File: config.mk
export PLATFORM = sky130hd
export DESIGN_NAME = board_gpio_debounce
export DESIGN_NICKNAME = d
export VERILOG_FILES = /design/src/rtl/debounce_chan.sv /design/src/rtl/board_gpio_debounce.sv
export SDC_FILE = /design/constraint.sdc
export NUM_CORES = 1
export LEC_CHECK = 0
export ABC_AREA = 0
export CAP_MARGIN = 20
export CORE_MARGIN = 2
export CORE_UTILIZATION = 60
export CTS_BUF_LIST = sky130_fd_sc_hd__clkbuf_4 sky130_fd_sc_hd__clkbuf_8
export DETAILED_ROUTE_END_ITERATION = 10
export PLACE_DENSITY_LB_ADDON = 0.1
export SKIP_LAST_GASP = 1
export SLEW_MARGIN = 20
export SYNTH_ARGS = -nofsm -noshare
export SYNTH_HDL_FRONTEND = slang
export SYNTH_SLANG_ARGS = --single-unit
File: constraint.sdc
create_clock -name clk_sys_i -period 2.13 [get_ports clk_sys_i]
set_clock_uncertainty 0.2 [all_clocks]
set_input_delay 0.639 -clock clk_sys_i [delete_from_list [all_inputs] [get_ports clk_sys_i]]
set_output_delay 0.639 -clock clk_sys_i [all_outputs]
set_load 0.02 [all_outputs]
File: src/rtl/debounce_chan.sv
// rtl/debounce_chan.sv - single-channel synchroniser, stable-time debouncer, edge pulses and sticky change flag
module debounce_chan #(
    parameter int   DebounceCycles = 50000,
    parameter int   CntWidth       = 16,
    parameter logic ResetValue     = 1'b0
) (
    input  logic clk_i,
    input  logic rst_ni,
    input  logic raw_i,
    input  logic change_clr_i,
    output logic level_o,
    output logic rise_o,
    output logic fall_o,
    output logic change_o
);

    localparam logic [CntWidth-1:0] CntMax = CntWidth'(DebounceCycles - 1);

    logic                sync1_q, sync2_q;
    logic [CntWidth-1:0] cnt_q, cnt_d;
    logic                level_q, level_d;
    logic                rise_q, rise_d;
    logic                fall_q, fall_d;
    logic                change_q, change_d;

    always_comb begin
        cnt_d   = cnt_q;
        level_d = level_q;
        rise_d  = 1'b0;
        fall_d  = 1'b0;
        if (sync2_q == level_q) begin
            cnt_d = '0;
        end else if (cnt_q == CntMax) begin
            // New level held long enough: accept it and emit the matching pulse.
            level_d = ~level_q;
            cnt_d   = '0;
            rise_d  = ~level_q;
            fall_d  = level_q;
        end else begin
            cnt_d = cnt_q + 1'b1;
        end

        if (rise_d || fall_d) begin
            change_d = 1'b1;
        end else if (change_clr_i) begin
            change_d = 1'b0;
        end else begin
            change_d = change_q;
        end
    end

    always_ff @(posedge clk_i) begin
        if (!rst_ni) begin
            sync1_q  <= ResetValue;
            sync2_q  <= ResetValue;
            cnt_q    <= '0;
            level_q  <= ResetValue;
            rise_q   <= 1'b0;
            fall_q   <= 1'b0;
            change_q <= 1'b0;
        end else begin
            sync1_q  <= raw_i;
            sync2_q  <= sync1_q;
            cnt_q    <= cnt_d;
            level_q  <= level_d;
            rise_q   <= rise_d;
            fall_q   <= fall_d;
            change_q <= change_d;
        end
    end

    assign level_o  = level_q;
    assign rise_o   = rise_q;
    assign fall_o   = fall_q;
    assign change_o = change_q;

endmodule

File: src/rtl/board_gpio_debounce.sv
// rtl/board_gpio_debounce.sv - N-channel board pin conditioner feeding clean levels to gp_i
module board_gpio_debounce #(
    parameter int                     NumChannels    = 3,
    parameter int                     DebounceCycles = 50000,
    parameter logic [NumChannels-1:0] ResetValue     = '0
) (
    input  logic                   clk_sys_i,
    input  logic                   rst_sys_ni,
    input  logic [NumChannels-1:0] raw_i,
    input  logic [NumChannels-1:0] change_clr_i,
    output logic [NumChannels-1:0] level_o,
    output logic [NumChannels-1:0] rise_o,
    output logic [NumChannels-1:0] fall_o,
    output logic [NumChannels-1:0] change_o
);

    // Counter only has to reach DebounceCycles-1; keep at least one bit for DebounceCycles=1.
    localparam int CntWidth = (DebounceCycles > 1) ? $clog2(DebounceCycles) : 1;

    for (genvar i = 0; i < NumChannels; i++) begin : g_chan
        debounce_chan #(
            .DebounceCycles(DebounceCycles),
            .CntWidth      (CntWidth),
            .ResetValue    (ResetValue[i])
        ) u_chan (
            .clk_i       (clk_sys_i),
            .rst_ni      (rst_sys_ni),
            .raw_i       (raw_i[i]),
            .change_clr_i(change_clr_i[i]),
            .level_o     (level_o[i]),
            .rise_o      (rise_o[i]),
            .fall_o      (fall_o[i]),
            .change_o    (change_o[i])
        );
    end

endmodule

==> impl_results.md <==
- Largest net degree at the start of global routing: 21
- Layout cells sized above 1: 14.6%
- Critical path class: flop to primary output
- Initial Util: 62.6%
- CTS max path bufs: 2
- Area contributors post-synth: dfxtp_1 (45%), xnor2_1 (8.9%), nor2_1 (6.1%)
- Status: complete, no violations
- Post-Synth Simple-Gate Area: 33.3%
- H-Tree Depth: 3
- Vias in the first global route: 1782
- Slew headroom: 75.2%
- Final setup TNS: 0 ns
- TritonRoute pass-1 iters: 4
- DRT antenna net count: 0
- Die area: around 0.0055 mm²
- Skew-Pair Late Insertion Delay: 0.34 ns
- Die span in x: approximately 74 µm
- Critical path endpoint category: primary output
- CP Data Arrival Time: 1.24 ns
- Fin crit share: 97.7%
- GRT overflow: 0
- Crit-path max cell delay: 0.59 ns
- Synth Register Bits: 66
- Nets@finish: 334
- Main combinational cell family by area after synthesis: simple AND/OR/NAND/NOR gates
- Clock Sinks: 66
- Diode count: 0
- Crit-path cells: clkdlybuf4s50_1
- Reg2reg setup slack: 0.31 ns
- Die Span Y: between 70 and 80 µm
- Clock transition at path regs: 0.07 ns
- CTS tree: built
- Area share of fa/ha/maj cells after synthesis: 1.27%
- Vias per Instance: 5.14
- Synthesized cell area: 0.00296 mm²
- Buf/Inv on CP: 1
- All-Layer GR Usage: 19.2%
- Multiplexer area fraction after synthesis: 1.02%
- WP data required: 1.29 ns
- Leakage Power: 1.23 nW
- Rows: 25
- Post-synth top area share: 44.7%
- Cell taking the most area after synthesis: dfxtp_1
- HP Class: flop to flop
- Cell Pwr Density: 720 mW/mm²
- Distinct cells, synth: 41
- First-pass GRT wire length: roughly 8000 µm
- Complex-gate fraction of the synthesized area: 0.888%
- Post-DP HPWL: around 3200 µm
- CP top delay family: buffers and inverters
- Final setup vio count: 0
- Core area: 0.00472 mm²
- Highest clock rate: approximately 0.48 GHz
- Final hold vios: 0
- Asr flop ratio synth: 0%
- Syn-to-layout area delta: 14.2%
- Max-slew violation count: 0
- Synthesized Nets: ~320
- Final WL: between 4000 and 5000 µm
- IO buf count: 19
- Setup crit start kind: flop
- Placed cell count: between 300 and 400
- Worst Path Max Fanout: 1
- Yosys warns: 0
- Initial antenna violation count: 0
- Iteration-0 DRC Markers: 88
- GPL Wtd Cong: approximately 0.86
- VDD IR max: 0.000482 V
- # DRC: 0
- Final std cells w/o fill: approximately 400
- Sequential share of the synthesized area: 44.7%
- Clock root cell: clkbuf_8
- Synth Area in XOR/XNOR: between 10% and 20%
- Postcts setup bufs: 0
- Top_reg_cell synth: dfxtp_1
- Worst-margin pin slew: 0.371 ns
- Num ports: 20
- CP max-delay cell: clkdlybuf4s50_1
- RSZ-0062 raised after global routing: false
- MaxCap Viol Count: 0
- EDFF count, synth: 0
- CTS hold repair buffers: 0
- Syn_area_per_cell: just under 10 µm²
- Minimum clock period: 2.08 ns
- Post-synthesis cell count: approximately 300
- CTS buffer count: 9
- Routed len/inst: 12.0 µm
- Vias: roughly 2000
[synthesized netlist by cell type (all sizes together) (4+ instances only)]
cell,n
nand3,20
nor4b,4
nor4,12
xor2,14
dfxtp,66
nor3,13
xnor2,30
and3,4
nor2,53
and2,6
buf,16
nand4,14
inv,12
nand2,14
[per-stage QoR]
stage | utilization, % | hold slack, ns | power [mW] | worst slack [ns] | instance area [µm²]
CTS | 71.3 | 0.244 | 2.46 | 0.000901 | 3370
detailed placement | 66.6 | 0.222 | 1.32 | 0.0624 | 3150
global placement | 66.6 | 0.217 | 1.32 | 0.105 | 3150
floorplan | - | 0.212 | 1.30 | 0.468 | 2960
finish | 71.5 | 0.241 | 2.43 | 0.0489 | 3380
global route | 71.5 | 0.255 | 2.52 | 0.00400 | 3380
[sequential cells by signal, summed over array words and instances, names as in the netlist]
| signal | count |
|---|---|
| g_chan.u_chan.change_o | 3 |
| g_chan.u_chan.cnt_q | 48 |
| g_chan.u_chan.fall_o | 3 |
| g_chan.u_chan.level_o | 3 |
| g_chan.u_chan.rise_o | 3 |
| g_chan.u_chan.sync1_q | 3 |
| g_chan.u_chan.sync2_q | 3 |
[cells by family after synthesis]
| logic type | count (synthesis) |
|---|---|
| AO/OA/AOI/OAI | 4 |
| XOR/XNOR | 44 |
| adder cells (fa/ha/maj) | 3 |
| buffers and inverters | 29 |
| flip-flops | 66 |
| multiplexers | 3 |
| AND/OR/NAND/NOR | 157 |
[report_power, final]
part / total, mW / switching, mW / internal [mW]
sequential: 1.24 / 0.00392 / 1.24
combinational: 0.0433 / 0.0201 / 0.0233
clock: 1.14 / 0.476 / 0.668
total: 2.43 / 0.500 / 1.93
[final cells by class]
type | count | area, µm²
Tap cell | 67 | 83.8
Clock buffer | 13 | 179
Sequential cell | 66 | 1320
Multi-Input combinational cell | 211 | 1460
Timing Repair Buffer | 23 | 240
Fill cell | 362 | 1350
Inverter | 12 | 45.0
Clock inverter | 3 | 45.0
[layer usage]
layer | part of all wire (%) | routed length, µm | global-route usage, %
met1 | 52 | 2460 | 25.8
met2 | 42 | 2010 | 28.7
met3 | 4.1 | 194 | 5.28
met4 | 1.6 | 78 | 9.52
met5 | 0 | 0 | 0
[path summary, 6_finish.rpt]
| kind | startpoint | end | cells after the start |
|---|---|---|---|
| max | g_chan[0].u_chan.rise_o$_SDFF_PN0_ | rise_o[0] | 1 |
| max reg2reg | g_chan[0].u_chan.cnt_q[1]$_SDFF_PP0_ | g_chan[0].u_chan.cnt_q[6]$_SDFF_PP0_ | 5 |
| min | g_chan[0].u_chan.sync1_q$_SDFF_PN0_ | g_chan[0].u_chan.sync2_q$_SDFF_PN0_ | 1 |
| min reg2reg | g_chan[0].u_chan.sync1_q$_SDFF_PN0_ | g_chan[0].u_chan.sync2_q$_SDFF_PN0_ | 1 |
[cell usage in the layout (no fill, tap or decap), drive strengths merged, types with 2 or more instances in the layout]
cell type / count
dfxtp: 66
nor2: 53
xnor2: 30
nand3: 20
xor2: 14
nand2: 14
nand4: 14
nor3: 13
clkbuf: 13
inv: 12
nor4: 12
clkdlybuf4s50: 10
and2: 6
dlymetal6s2s: 5
and3: 4
dlygate4sd2: 4
buf: 4
nor4b: 4
and4bb: 3
mux2i: 3
nor2b: 3
ha: 3
nand3b: 2
or3: 2
nand2b: 2
clkinvlp: 2
[what timing repair did]
item	4_1_cts	5_1_grt
cloned	0	0
endpoints found under the setup margin	4	5
resized for setup	4	5
No activity file was read; power rests on OpenSTA's default activity.
